**src/rtl/mem_sweep_driver.sv**
```systemverilog
// mem_sweep_driver: command-driven sequencer for a 16 x 8 synchronous memory.
// Commands: WRITE/READ a single byte, FILL all 16 bytes with seed+k, VERIFY all
// 16 bytes against seed+k and report mismatch count and first mismatching address.
// Ports:
//   clk, rst_n                       clock, asynchronous active-low reset
//   cmd_valid_i/cmd_ready_o          command handshake; cmd_op_i, cmd_addr_i, cmd_data_i fields
//   mem_en_o/mem_we_o/mem_addr_o/mem_wdata_o  memory strobe; mem_rdata_i valid one cycle later
//   rsp_valid_o/rsp_ready_i          response handshake; rsp_data_o, rsp_err_o, rsp_err_addr_o
//   busy_o                           high whenever the FSM is not idle
module mem_sweep_driver (
   input  logic       clk,
   input  logic       rst_n,
   input  logic       cmd_valid_i,
   output logic       cmd_ready_o,
   input  logic [1:0] cmd_op_i,
   input  logic [3:0] cmd_addr_i,
   input  logic [7:0] cmd_data_i,
   output logic       mem_en_o,
   output logic       mem_we_o,
   output logic [3:0] mem_addr_o,
   output logic [7:0] mem_wdata_o,
   input  logic [7:0] mem_rdata_i,
   output logic       rsp_valid_o,
   input  logic       rsp_ready_i,
   output logic [7:0] rsp_data_o,
   output logic       rsp_err_o,
   output logic [3:0] rsp_err_addr_o,
   output logic       busy_o
);

   localparam logic [1:0] OpWrite  = 2'b00;
   localparam logic [1:0] OpRead   = 2'b01;
   localparam logic [1:0] OpFill   = 2'b10;
   localparam logic [1:0] OpVerify = 2'b11;

   typedef enum logic [2:0] {StIdle, StWrite, StRead, StRwait, StSweep, StVdrain, StResp} state_e;

   state_e     state_q, state_d;
   logic       rdy_q;
   logic [1:0] op_q, op_d;
   logic [3:0] addr_q, addr_d;
   logic [7:0] data_q, data_d;
   logic [3:0] k_q, k_d;
   logic [7:0] rd_q, rd_d;
   logic [4:0] cnt_q, cnt_d;
   logic       seen_q, seen_d;
   logic [3:0] eaddr_q, eaddr_d;
   // A verify read issued last cycle whose data is on mem_rdata_i now.
   logic       cmp_pend_q, cmp_pend_d;
   logic [3:0] cmp_k_q, cmp_k_d;

   always_comb begin
      state_d        = state_q;
      op_d           = op_q;
      addr_d         = addr_q;
      data_d         = data_q;
      k_d            = k_q;
      rd_d           = rd_q;
      cnt_d          = cnt_q;
      seen_d         = seen_q;
      eaddr_d        = eaddr_q;
      cmp_pend_d     = 1'b0;
      cmp_k_d        = cmp_k_q;
      cmd_ready_o    = 1'b0;
      mem_en_o       = 1'b0;
      mem_we_o       = 1'b0;
      mem_addr_o     = 4'd0;
      mem_wdata_o    = 8'd0;
      rsp_valid_o    = 1'b0;
      rsp_data_o     = 8'd0;
      rsp_err_o      = 1'b0;
      rsp_err_addr_o = 4'd0;
      busy_o         = (state_q != StIdle);

      if (cmp_pend_q && (mem_rdata_i != (data_q + {4'd0, cmp_k_q}))) begin
         cnt_d = cnt_q + 5'd1;
         if (!seen_q) begin
            seen_d  = 1'b1;
            eaddr_d = cmp_k_q;
         end
      end

      unique case (state_q)
         StIdle: begin
            // rdy_q keeps cmd_ready low until the first edge after reset release.
            cmd_ready_o = rdy_q;
            if (cmd_valid_i && rdy_q) begin
               op_d   = cmd_op_i;
               addr_d = cmd_addr_i;
               data_d = cmd_data_i;
               k_d    = 4'd0;
               if (cmd_op_i == OpVerify) begin
                  cnt_d   = 5'd0;
                  seen_d  = 1'b0;
                  eaddr_d = 4'd0;
               end
               unique case (cmd_op_i)
                  OpWrite: state_d = StWrite;
                  OpRead:  state_d = StRead;
                  default: state_d = StSweep;
               endcase
            end
         end
         StWrite: begin
            mem_en_o    = 1'b1;
            mem_we_o    = 1'b1;
            mem_addr_o  = addr_q;
            mem_wdata_o = data_q;
            state_d     = StResp;
         end
         StRead: begin
            mem_en_o   = 1'b1;
            mem_addr_o = addr_q;
            state_d    = StRwait;
         end
         StRwait: begin
            rd_d    = mem_rdata_i;
            state_d = StResp;
         end
         StSweep: begin
            mem_en_o   = 1'b1;
            mem_addr_o = k_q;
            if (op_q == OpFill) begin
               mem_we_o    = 1'b1;
               mem_wdata_o = data_q + {4'd0, k_q};
            end else begin
               cmp_pend_d = 1'b1;
               cmp_k_d    = k_q;
            end
            // Counter holds at 15; the sweep ends there instead of wrapping.
            if (k_q == 4'd15) begin
               state_d = (op_q == OpFill) ? StResp : StVdrain;
            end else begin
               k_d = k_q + 4'd1;
            end
         end
         StVdrain: begin
            state_d = StResp;
         end
         StResp: begin
            rsp_valid_o = 1'b1;
            if (op_q == OpRead) begin
               rsp_data_o = rd_q;
            end else if (op_q == OpVerify) begin
               rsp_data_o     = {3'd0, cnt_q};
               rsp_err_o      = (cnt_q != 5'd0);
               rsp_err_addr_o = eaddr_q;
            end
            if (rsp_ready_i) begin
               state_d = StIdle;
            end
         end
         default: state_d = StIdle;
      endcase
   end

   always_ff @(posedge clk or negedge rst_n) begin
      if (!rst_n) begin
         state_q    <= StIdle;
         rdy_q      <= 1'b0;
         op_q       <= 2'd0;
         addr_q     <= 4'd0;
         data_q     <= 8'd0;
         k_q        <= 4'd0;
         rd_q       <= 8'd0;
         cnt_q      <= 5'd0;
         seen_q     <= 1'b0;
         eaddr_q    <= 4'd0;
         cmp_pend_q <= 1'b0;
         cmp_k_q    <= 4'd0;
      end else begin
         state_q    <= state_d;
         rdy_q      <= 1'b1;
         op_q       <= op_d;
         addr_q     <= addr_d;
         data_q     <= data_d;
         k_q        <= k_d;
         rd_q       <= rd_d;
         cnt_q      <= cnt_d;
         seen_q     <= seen_d;
         eaddr_q    <= eaddr_d;
         cmp_pend_q <= cmp_pend_d;
         cmp_k_q    <= cmp_k_d;
      end
   end

endmodule

```
**config.mk**
```make
export PLATFORM = sky130hd
export DESIGN_NAME = mem_sweep_driver
export DESIGN_NICKNAME = d
export VERILOG_FILES = /design/src/rtl/mem_sweep_driver.sv
export SDC_FILE = /design/constraint.sdc
export NUM_CORES = 1
export LEC_CHECK = 0
export BUFFER_PORTS_ARGS = -buffer_cell sky130_fd_sc_hd__clkbuf_2
export CAP_MARGIN = 20
export CORE_MARGIN = 3
export CORE_UTILIZATION = 48
export CTS_BUF_LIST = sky130_fd_sc_hd__clkbuf_8 sky130_fd_sc_hd__clkbuf_16
export CTS_CLUSTER_SIZE = 30
export DETAILED_ROUTE_END_ITERATION = 10
export GPL_TIMING_DRIVEN = 0
export PLACE_DENSITY_LB_ADDON = 0.25
export RECOVER_POWER = 25
export SYNTH_ARGS = -nofsm -noshare
export SYNTH_HDL_FRONTEND = slang
export SYNTH_SLANG_ARGS = --single-unit
```
**constraint.sdc**
```tcl
create_clock -name clk -period 3.4 [get_ports clk]
set_input_delay 0.17 -clock clk [delete_from_list [all_inputs] [get_ports clk]]
set_output_delay 0.17 -clock clk [all_outputs]
set_load 0.01 [all_outputs]
```
==> results_dict.tcl, run 1 <==
set metrics [dict create \
    first_global_vias 2403 \
    initial_utilization_pct 50.5 \
    ctsResizeCount 0 \
    start_kind "flip-flop" \
    synth_edf_count 0 \
    vdd_drop_max_mv 0.420 \
    layout-drive-gt1-share_pct 27.2 \
    place_area_um2 3220 \
    final_cell_mix "clkbuf_2 (54), dfrtp_1 (45), nand2_1 (38)" \
    clk_latency_ns 0.30 \
    synth_area_per_cell_um2 9.67 \
    final_common_cell "clkbuf_2" \
    startpoint "k_q[0]" \
    status "finished with violations" \
    cp.required_ns 3.23 \
    rsz0062_at_grt "no" \
    hold_buffers 1 \
    synth-main-ff-cell "dfrtp_1" \
    multiInputGateArea_um2 1620 \
    vias_per_cell 5.56 \
    drt_iter0_markers 126 \
    grt_usage_pct 19.9 \
    regArea_um2 1130 \
    port_buffers 55 \
    cp-end-kind "primary output" \
    wl_per_cell_um 14.9 \
    dr_total_vias 2387 \
    grt_pass1_wl_um 11400 \
    die_y_um 82.8 \
    fin_crit_ns 2.57 \
    max_cap_viol_count 1 \
    htreeDepth 2 \
    grt-ovfl-total 0 \
    dp.cells 421 \
    setup_tns_ns 0 \
    layout.nets 396 \
    slew_headroom_pct -14.8 \
    gp_congestion 0.829 \
    remaining_drc_errors 0 \
    tightestPinTransition_ns 1.72 \
    die_x_um 82.8 \
    worstPathArrival_ns 2.40 \
    hold-path-endpoint "data_q[6]" \
    post-route-util_pct 58.8 \
    fin_crit_sh_pct 75.7 \
    ys_ff_latch 45 \
    fin_cells 429 \
    seq_area_frac_synth_pct 39.8 \
    cts.path.max_buffers 2 \
    synth_cell_types 51 \
    cts_tree "built" \
    violations "max-capacitance violations, max-slew violations" \
    hold_violations 0 \
    drv_slew 32 \
    wl_um 6380 \
    cts_setup_buffers 0 \
    die-area_um2 6860 \
    worstHoldPathCells 2 \
    r2r_cells 8 \
    clkTransAtPathRegs_ns 0.08 \
    r2r-start "data_q[0]" \
    fillers 522 \
    ant_nets 0 \
    worstSetupPathType "flip-flop to primary output" \
    ys_warn_count 0 \
    fin_area_um2 3300 \
    async_flop_share_pct 100 \
    cts_buffers 5 \
    cts_root_buf "clkbuf_8" \
    grt_max_degree 32 \
    min_from "cmd_data_i[6]" \
    clock-sinks 45 \
    min-delay-path-class "primary input to flip-flop" \
    cp_max_fo 6 \
    antenna_found_initial 0 \
    hpwlAfterDp_um 4950 \
    fmax_mhz 388 \
    p_leak_nw 1.56 \
    ios 56 \
    setup_viol 0 \
    syn_to_final_growth_pct 16.4 \
    syn_nets 332 \
    p_per_area_nw_per_um2 905 \
    r2r_slack_ns 0.90 \
    finClkSkew_ns 0.00671 \
    core_region_area_um2 5610 \
    synthesis.area_um2 2830 \
    synth_cells 293 \
    diodes 0 \
    r2r_end "cnt_q[2]" \
    row_count 27 \
    drtPass1Iterations 4 \
]
==> cells in the mapped netlist, drive strengths merged, types with 2 or more instances <==
| library cell | number | share of area [%] |
|---|---|---|
| mux2i | 6 | 2.1 |
| and3 | 5 | 1.1 |
| nand2 | 38 | 5.0 |
| clkbuf | 4 | 0.53 |
| nor3b | 2 | 0.53 |
| inv | 10 | 1.3 |
| a22o | 8 | 2.5 |
| a31oi | 2 | 0.44 |
| o21bai | 2 | 0.53 |
| nand3 | 13 | 2.3 |
| nor3 | 4 | 0.71 |
| xor2 | 3 | 0.93 |
| nand4 | 2 | 0.44 |
| dfrtp | 45 | 40 |
| buf | 7 | 1.2 |
| xnor2 | 5 | 1.5 |
| mux2 | 23 | 9.1 |
| fa | 2 | 1.4 |
| a22oi | 5 | 1.3 |
| o31ai | 3 | 0.97 |
| nor2 | 15 | 2.0 |
| o31a | 2 | 0.93 |
| o21ai | 19 | 3.5 |
| nand2b | 6 | 1.3 |
| nor2b | 3 | 0.66 |
| a21o | 3 | 0.79 |
| and2 | 9 | 2.0 |
| ha | 11 | 4.9 |
| a21oi | 19 | 3.8 |
==> stage by stage <==
| stage | setup WS [ns] | hold WS (ns) | power [mW] |
|---|---|---|---|
| after floorplan | 1.15 | -0.126 | 2.23 |
| after global placement | 0.930 | 0.401 | 2.60 |
| after detailed placement | 0.904 | 0.120 | 2.66 |
| after CTS | 0.805 | 0.0939 | 3.01 |
| after global routing | 0.337 | 0.100 | 3.28 |
| final | 0.825 | 0.0996 | 2.98 |
==> where the power goes <==
group          leakage, nW  internal (mW)  switching, mW
registers            0.544          0.783          0.252
logic                0.963          0.757          0.861
clock network       0.0485          0.158          0.173
==> layout make-up <==
class	count	area share (%)
Clock buffer	6	2.50
Multi-Input combinational cell	227	49.1
Inverter	10	1.14
Timing Repair Buffer	57	8.73
Sequential cell	45	34.2
Tap cell	72	2.73
Buffer	11	1.52
Clock inverter	1	0.114
==> how the worst max path moves through the flow <==
stage                     endpoint  slack, ns  depth (start not counted)
floorplan               eaddr_q[0]       1.15                          8
global placement          cnt_q[2]       0.93                          8
detailed placement        cnt_q[2]       0.90                          8
CTS                 mem_wdata_o[6]       0.80                          9
global route            cmp_k_q[1]       0.34                          3
finish              mem_wdata_o[6]       0.83                          9
==> state kept, by name, summed over array words and instances (netlist names) <==
name and cells:
addr_q 4, cmp_k_q 4, cmp_pend_q 1, cnt_q 5
data_q 8, eaddr_q 4, k_q 4, op_q 2
rd_q 8, rdy_q 1, seen_q 1, state_q 3
==> cell families after synthesis <==
group	after synthesis	synth area share [%]
fa+ha+maj	13	6.27
compound gates	74	19.1
simple gates	101	17.1
mux	29	11.3
other cells	1	0.132
flops	45	39.8
xor+xnor	9	3.27
buf+inv	21	3.09
==> layer usage <==
metal | global-route usage (%) | vias to the layer above | wire, um
li1 | - | 1179 | -
met1 | 25.8 | 1142 | 2880
met2 | 33.7 | 54 | 3120
met3 | 3.77 | 12 | 264
met4 | 6.24 | 0 | 113
met5 | 0 | - | 0
==> critical path: stages, from the launching register on <==
cell and delay (ns):
dfrtp_1 0.46, ha_1 0.25, fa_1 0.41, a21o_1 0.18
a21oi_1 0.26, inv_1 0.07, a31oi_1 0.15, o21ai_0 0.08
o21ai_1 0.11, clkbuf_2 0.15
(Power assumes the default switching activity.)
==> run 2: changes to the inputs <==
- clock period: 3.4 -> 2.6 ns (I/O delays scaled with it)
==> run 2 against run 1 <==
Effect of this change: the flow now finishes without violations; routed wire length increased by 2.4%; non-clock buffer count unchanged; final cell count unchanged; first-iteration DRC count decreased by 2.4%; flip-flop and latch count unchanged; count of clock-buffer cells in the layout unchanged; critical endpoint is now mem_wdata_o[7].
==> results_dict.tcl, run 2 (same netlist as run 1, synthesis figures left out) <==
set metrics [dict create \
    start_kind "flip-flop" \
    drt_iter0_markers 123 \
    rsz0062_at_grt "no" \
    fin_cells 429 \
    worstSetupPathType "flip-flop to primary output" \
    met2_length_um 3200 \
    layout-drive-gt1-share_pct 28.9 \
    fin_crit_sh_pct 93.8 \
    min-delay-path-class "primary input to flip-flop" \
    fin_crit_ns 2.44 \
    die_y_um 82.8 \
    vdd_drop_max_mv 0.554 \
    die_x_um 82.8 \
    die-area_um2 6860 \
    ios 56 \
    r2r_slack_ns 0.18 \
    remaining_drc_errors 0 \
    clk_latency_ns 0.30 \
    hpwlAfterDp_um 4950 \
    reg_top3 "data_q x8, rd_q x8, cnt_q x5" \
    hold_violations 0 \
    gp_congestion 0.829 \
    grt_usage_pct 19.9 \
    startpoint "data_q[1]" \
    cp-end-kind "primary output" \
    hold-path-endpoint "data_q[6]" \
    critPathMaxStageDelay_ns 0.49 \
    diodes 0 \
    min_from "cmd_data_i[6]" \
    ant_nets 0 \
    max_cap_viol_count 0 \
    setup_tns_ns 0 \
    row_count 27 \
    wl_met3_um 266 \
    wl_um 6530 \
    clock-sinks 45 \
    cts_root_buf "clkbuf_8" \
    cts_buffers 5 \
    initial_utilization_pct 50.5 \
    slew_headroom_pct 45.8 \
    cp_max_fo 6 \
    clkTransAtPathRegs_ns 0.08 \
    crit_chain "ha_1 > a21o_1 > a21oi_1 > o21bai_1 > a41oi_1 > o21ai_0 > o31ai_1 > clkbuf_2" \
    grt-ovfl-total 0 \
    antenna_found_initial 0 \
    r2r_cells 8 \
    port_buffers 55 \
    final_cell_mix "clkbuf_2 (55), dfrtp_1 (44), nand2_1 (38)" \
    r2r-start "data_q[0]" \
    p_leak_nw 1.56 \
    vias_per_cell 5.57 \
    routed.top_layer "met4" \
    setup_viol 0 \
    dp.cells 421 \
    final_common_cell "clkbuf_2" \
    status "finished, final reports clean" \
    worstHoldPathCells 2 \
    tightestPinTransition_ns 0.812 \
    cts.path.max_buffers 2 \
    grt_max_degree 32 \
    cp.required_ns 2.47 \
    drtPass1Iterations 4 \
    post-route-util_pct 59.3 \
    wl_per_cell_um 15.2 \
    finClkSkew_ns 0.00647 \
    layout.nets 396 \
    core_region_area_um2 5610 \
    syn_to_final_growth_pct 17.3 \
    p_per_area_nw_per_um2 1200 \
    dr_total_vias 2389 \
    drv_slew 0 \
    cts_tree "built" \
    fmax_mhz 410 \
    slowest_stage "dfrtp_1" \
    r2r_end "eaddr_q[0]" \
    first_global_vias 2403 \
    grt_pass1_wl_um 11400 \
    worstPathArrival_ns 2.31 \
    power.total_mw 3.97 \
    htreeDepth 2 \
    wirelength_met1_um 2930 \
]
-- run 2: timing repair --
action,4_1_cts,5_1_grt
setup buffers,0,0
hold endpoints to repair,14,0
hold buffers,1,0
resized for setup,0,7
endpoints found under the setup margin,0,15
-- run 2: area by class of cell --
class / instances / area (um^2)
multi-input combinational: 227 / 1640
inverter: 10 / 37.5
tap: 72 / 90.1
sequential: 45 / 1130
clock buffer: 6 / 82.6
fill: 523 / 2280
timing repair buffer: 57 / 289
buffer: 11 / 50.0
clock inverter: 1 / 3.75
-- run 2: worst max-delay path: cells and delay by family (launching register included) --
kind,cells,cell delay [ns]
buf+inv,1,0.17
compound gates,6,1.01
flops,1,0.49
fa+ha+maj,1,0.34
-- run 2: through the flow --
step / hold WS, ns / setup WS, ns / instance area [um^2]
floorplan: -0.166 / 0.352 / 2830
global placement: 0.361 / 0.130 / 3200
detailed placement: 0.0796 / 0.104 / 3220
CTS: 0.0539 / 0.0447 / 3310
global route: 0.0603 / 0.00394 / 3320
finish: 0.0590 / 0.162 / 3320
-- run 2: power by group --
group | internal (mW) | total [mW] | switching [mW]
Sequential | 1.02 | 1.36 | 0.334
Clock | 0.207 | 0.436 | 0.228
Combinational | 1.01 | 2.18 | 1.17
-- run 2: worst max path at each step --
| stage | to | slack (ns) | depth (start not counted) |
|---|---|---|---|
| after floorplan | eaddr_q[0] | 0.35 | 8 |
| after global placement | cnt_q[2] | 0.13 | 8 |
| after detailed placement | cnt_q[2] | 0.10 | 8 |
| after CTS | mem_wdata_o[6] | 0.04 | 9 |
| after global routing | mem_wdata_o[6] | 0.004 | 9 |
| final | mem_wdata_o[7] | 0.16 | 8 |
-- run 2: routing by layer --
layer	vias up	global-route usage, %
li1	1177	-
met1	1145	25.8
met2	53	33.7
met3	14	3.77
met4	0	6.24
met5	-	0
==> run 3: changes to the inputs <==
- CORE_UTILIZATION: 48 -> 45
- clock period: 2.6 -> 2.4 ns (I/O delays scaled with it)
==> run 3 against run 2 <==
Effect of this change: the flow now finishes with violations (negative setup slack); clock skew fell by 0.0015 ns; clock power rose by 4.6%; non-clock buffer count rose by 2; sequential share of layout area fell by 0.83 points; sequential power rose by 8%; setup slack got worse by 0.17 ns; critical path type is now flip-flop to flip-flop; critical endpoint is now cnt_q[4]; largest power group unchanged.
==> results_dict.tcl, run 3 (same netlist as run 1, synthesis figures left out) <==
set metrics [dict create \
    setup_ws_ns -0.00632 \
    fillers 580 \
    syn_to_final_growth_pct 20.5 \
    die-area_um2 7280 \
    grt_pass1_wl_um 11400 \
    drtPass1Iterations 4 \
    vias_per_cell 5.56 \
    hpwlAfterDp_um 4930 \
    wl_per_cell_um 14.9 \
    worstHoldPathCells 2 \
    die_y_um 85.3 \
    vdd_drop_max_mv 0.613 \
    clk_latency_ns 0.29 \
    row_count 28 \
    grt_max_degree 33 \
    clock-sinks 45 \
    cts.path.max_buffers 2 \
    cts_root_buf "clkbuf_8" \
    cp_max_fo 6 \
    slew_headroom_pct 45.0 \
    grt_usage_pct 19.3 \
    finClkSkew_ns 0.00495 \
    wl_um 6500 \
    r2r_slack_ns -0.006 \
    layout-drive-gt1-share_pct 33.9 \
    max_cap_viol_count 0 \
    diodes 0 \
    r2r_end "cnt_q[4]" \
    r2r_cells 8 \
    start_kind "flip-flop" \
    fin_crit_sh_pct 100 \
    crit_chain "ha_2 > fa_2 > xnor2_2 > nand3_2 > o31ai_4 > o31a_4 > a21oi_1 > mux2i_1" \
    htreeDepth 2 \
    whs_ns 0.0514 \
    hold_violations 0 \
    final_common_cell "clkbuf_2" \
    cpLargestDelayFamily "adder cells" \
    antenna_found_initial 0 \
    startpoint "data_q[0]" \
    endpoint "cnt_q[4]" \
    cp-end-kind "flip-flop" \
    drv_slew 0 \
    die_x_um 85.3 \
    fmax_mhz 416 \
    cp.required_ns 2.61 \
    rsz0062_at_grt "yes" \
    cts_tree "built" \
    gp_congestion 0.801 \
    worstSetupPathType "flip-flop to flip-flop" \
    reg_top3 "data_q x8, rd_q x8, cnt_q x5" \
    min-delay-path-class "primary input to flip-flop" \
    power.total_mw 4.48 \
    dr_total_vias 2418 \
    drt_iter0_markers 100 \
    fin_crit_ns 2.41 \
    critPathMaxStageDelay_ns 0.55 \
    final_cell_mix "clkbuf_2 (55), dfrtp_1 (42), nand2_1 (38)" \
    status "finished with violations" \
    tightestPinTransition_ns 0.825 \
    setup_viol 1 \
    cts_buffers 5 \
    initial_utilization_pct 47.0 \
    violations "negative setup slack" \
    p_per_area_nw_per_um2 1310 \
    path_depth 8 \
    port_buffers 55 \
    layout.nets 398 \
    worstPathArrival_ns 2.62 \
    remaining_drc_errors 0 \
    core_region_area_um2 6030 \
    slowest_stage "fa_2" \
    p_leak_nw 1.59 \
    clkTransAtPathRegs_ns 0.08 \
    ant_nets 0 \
    grt-ovfl-total 0 \
    r2r-start "data_q[0]" \
    first_global_vias 2404 \
    ios 56 \
    critical_path_buf_inv_count 0 \
]
==> run 3: worst reg2reg max path, cell delays in order, from the launching register on <==
cell and delay (ns):
dfrtp_1 0.43, ha_2 0.22, fa_2 0.55, xnor2_2 0.12, nand3_2 0.12, o31ai_4 0.33
o31a_4 0.25, a21oi_1 0.09, mux2i_1 0.21
==> run 3: worst min path at each step <==
| stage | from | endpoint | slack, ns |
|---|---|---|---|
| 4_1_cts | cmd_data_i[2] | data_q[2] | 0.04 |
| 3_3_place_gp | cmd_data_i[7] | data_q[7] | 0.35 |
| 2_1_floorplan | rst_n | addr_q[0] | -0.18 |
| 6_report | cmd_data_i[2] | data_q[2] | 0.05 |
| 5_1_grt | cmd_data_i[2] | data_q[2] | 0.04 |
| 3_5_place_dp | rst_n | data_q[6] | 0.06 |
==> run 3: repair_timing <==
item | CTS | global route
gates resized for setup | 9 | 18
hold buffers | 1 | 0
endpoints found under the setup margin | 16 | 24
setup buffers | 1 | 1
hold endpoints to repair | 13 | 0
pin swaps | 1 | 8
gates cloned | 0 | 0
==> run 3: cell type report <==
cell class	count	area, um^2	area share (%)
Inverter	10	37.5	1.10
Clock buffer	5	68.8	2.02
Clock inverter	3	13.8	0.403
Multi-Input combinational cell	227	1720	50.3
Timing Repair Buffer	59	304	8.90
Sequential cell	45	1130	33.1
Tap cell	75	93.8	2.75
Buffer	11	50.0	1.47
==> run 3: per-stage QoR <==
stage               area (um^2)  setup TNS, ns  setup slack (ns)  utilization, %  std cells
floorplan                  2830              0             0.152               -        293
global placement           3200         -0.190           -0.0702            53.1        423
detailed placement         3220         -0.261           -0.0856            53.5        424
CTS                        3350              0          0.000993            55.6        434
global route               3410         -0.835            -0.131            56.7        435
finish                     3410       -0.00632          -0.00632            56.7        435
==> run 3: power by group <==
part | internal (mW) | leakage, nW | switching, mW | total [mW]
logic | 1.20 | 1.00 | 1.35 | 2.56
clock network | 0.198 | 0.0491 | 0.258 | 0.456
registers | 1.11 | 0.541 | 0.352 | 1.47
==> run 3: metal layers <==
metal	vias up	track usage, %	wire, um
li1	1184	-	-
met1	1175	26.5	2920
met2	54	31.9	3200
met3	5	3.01	331
met4	0	4.75	50
met5	-	0	0
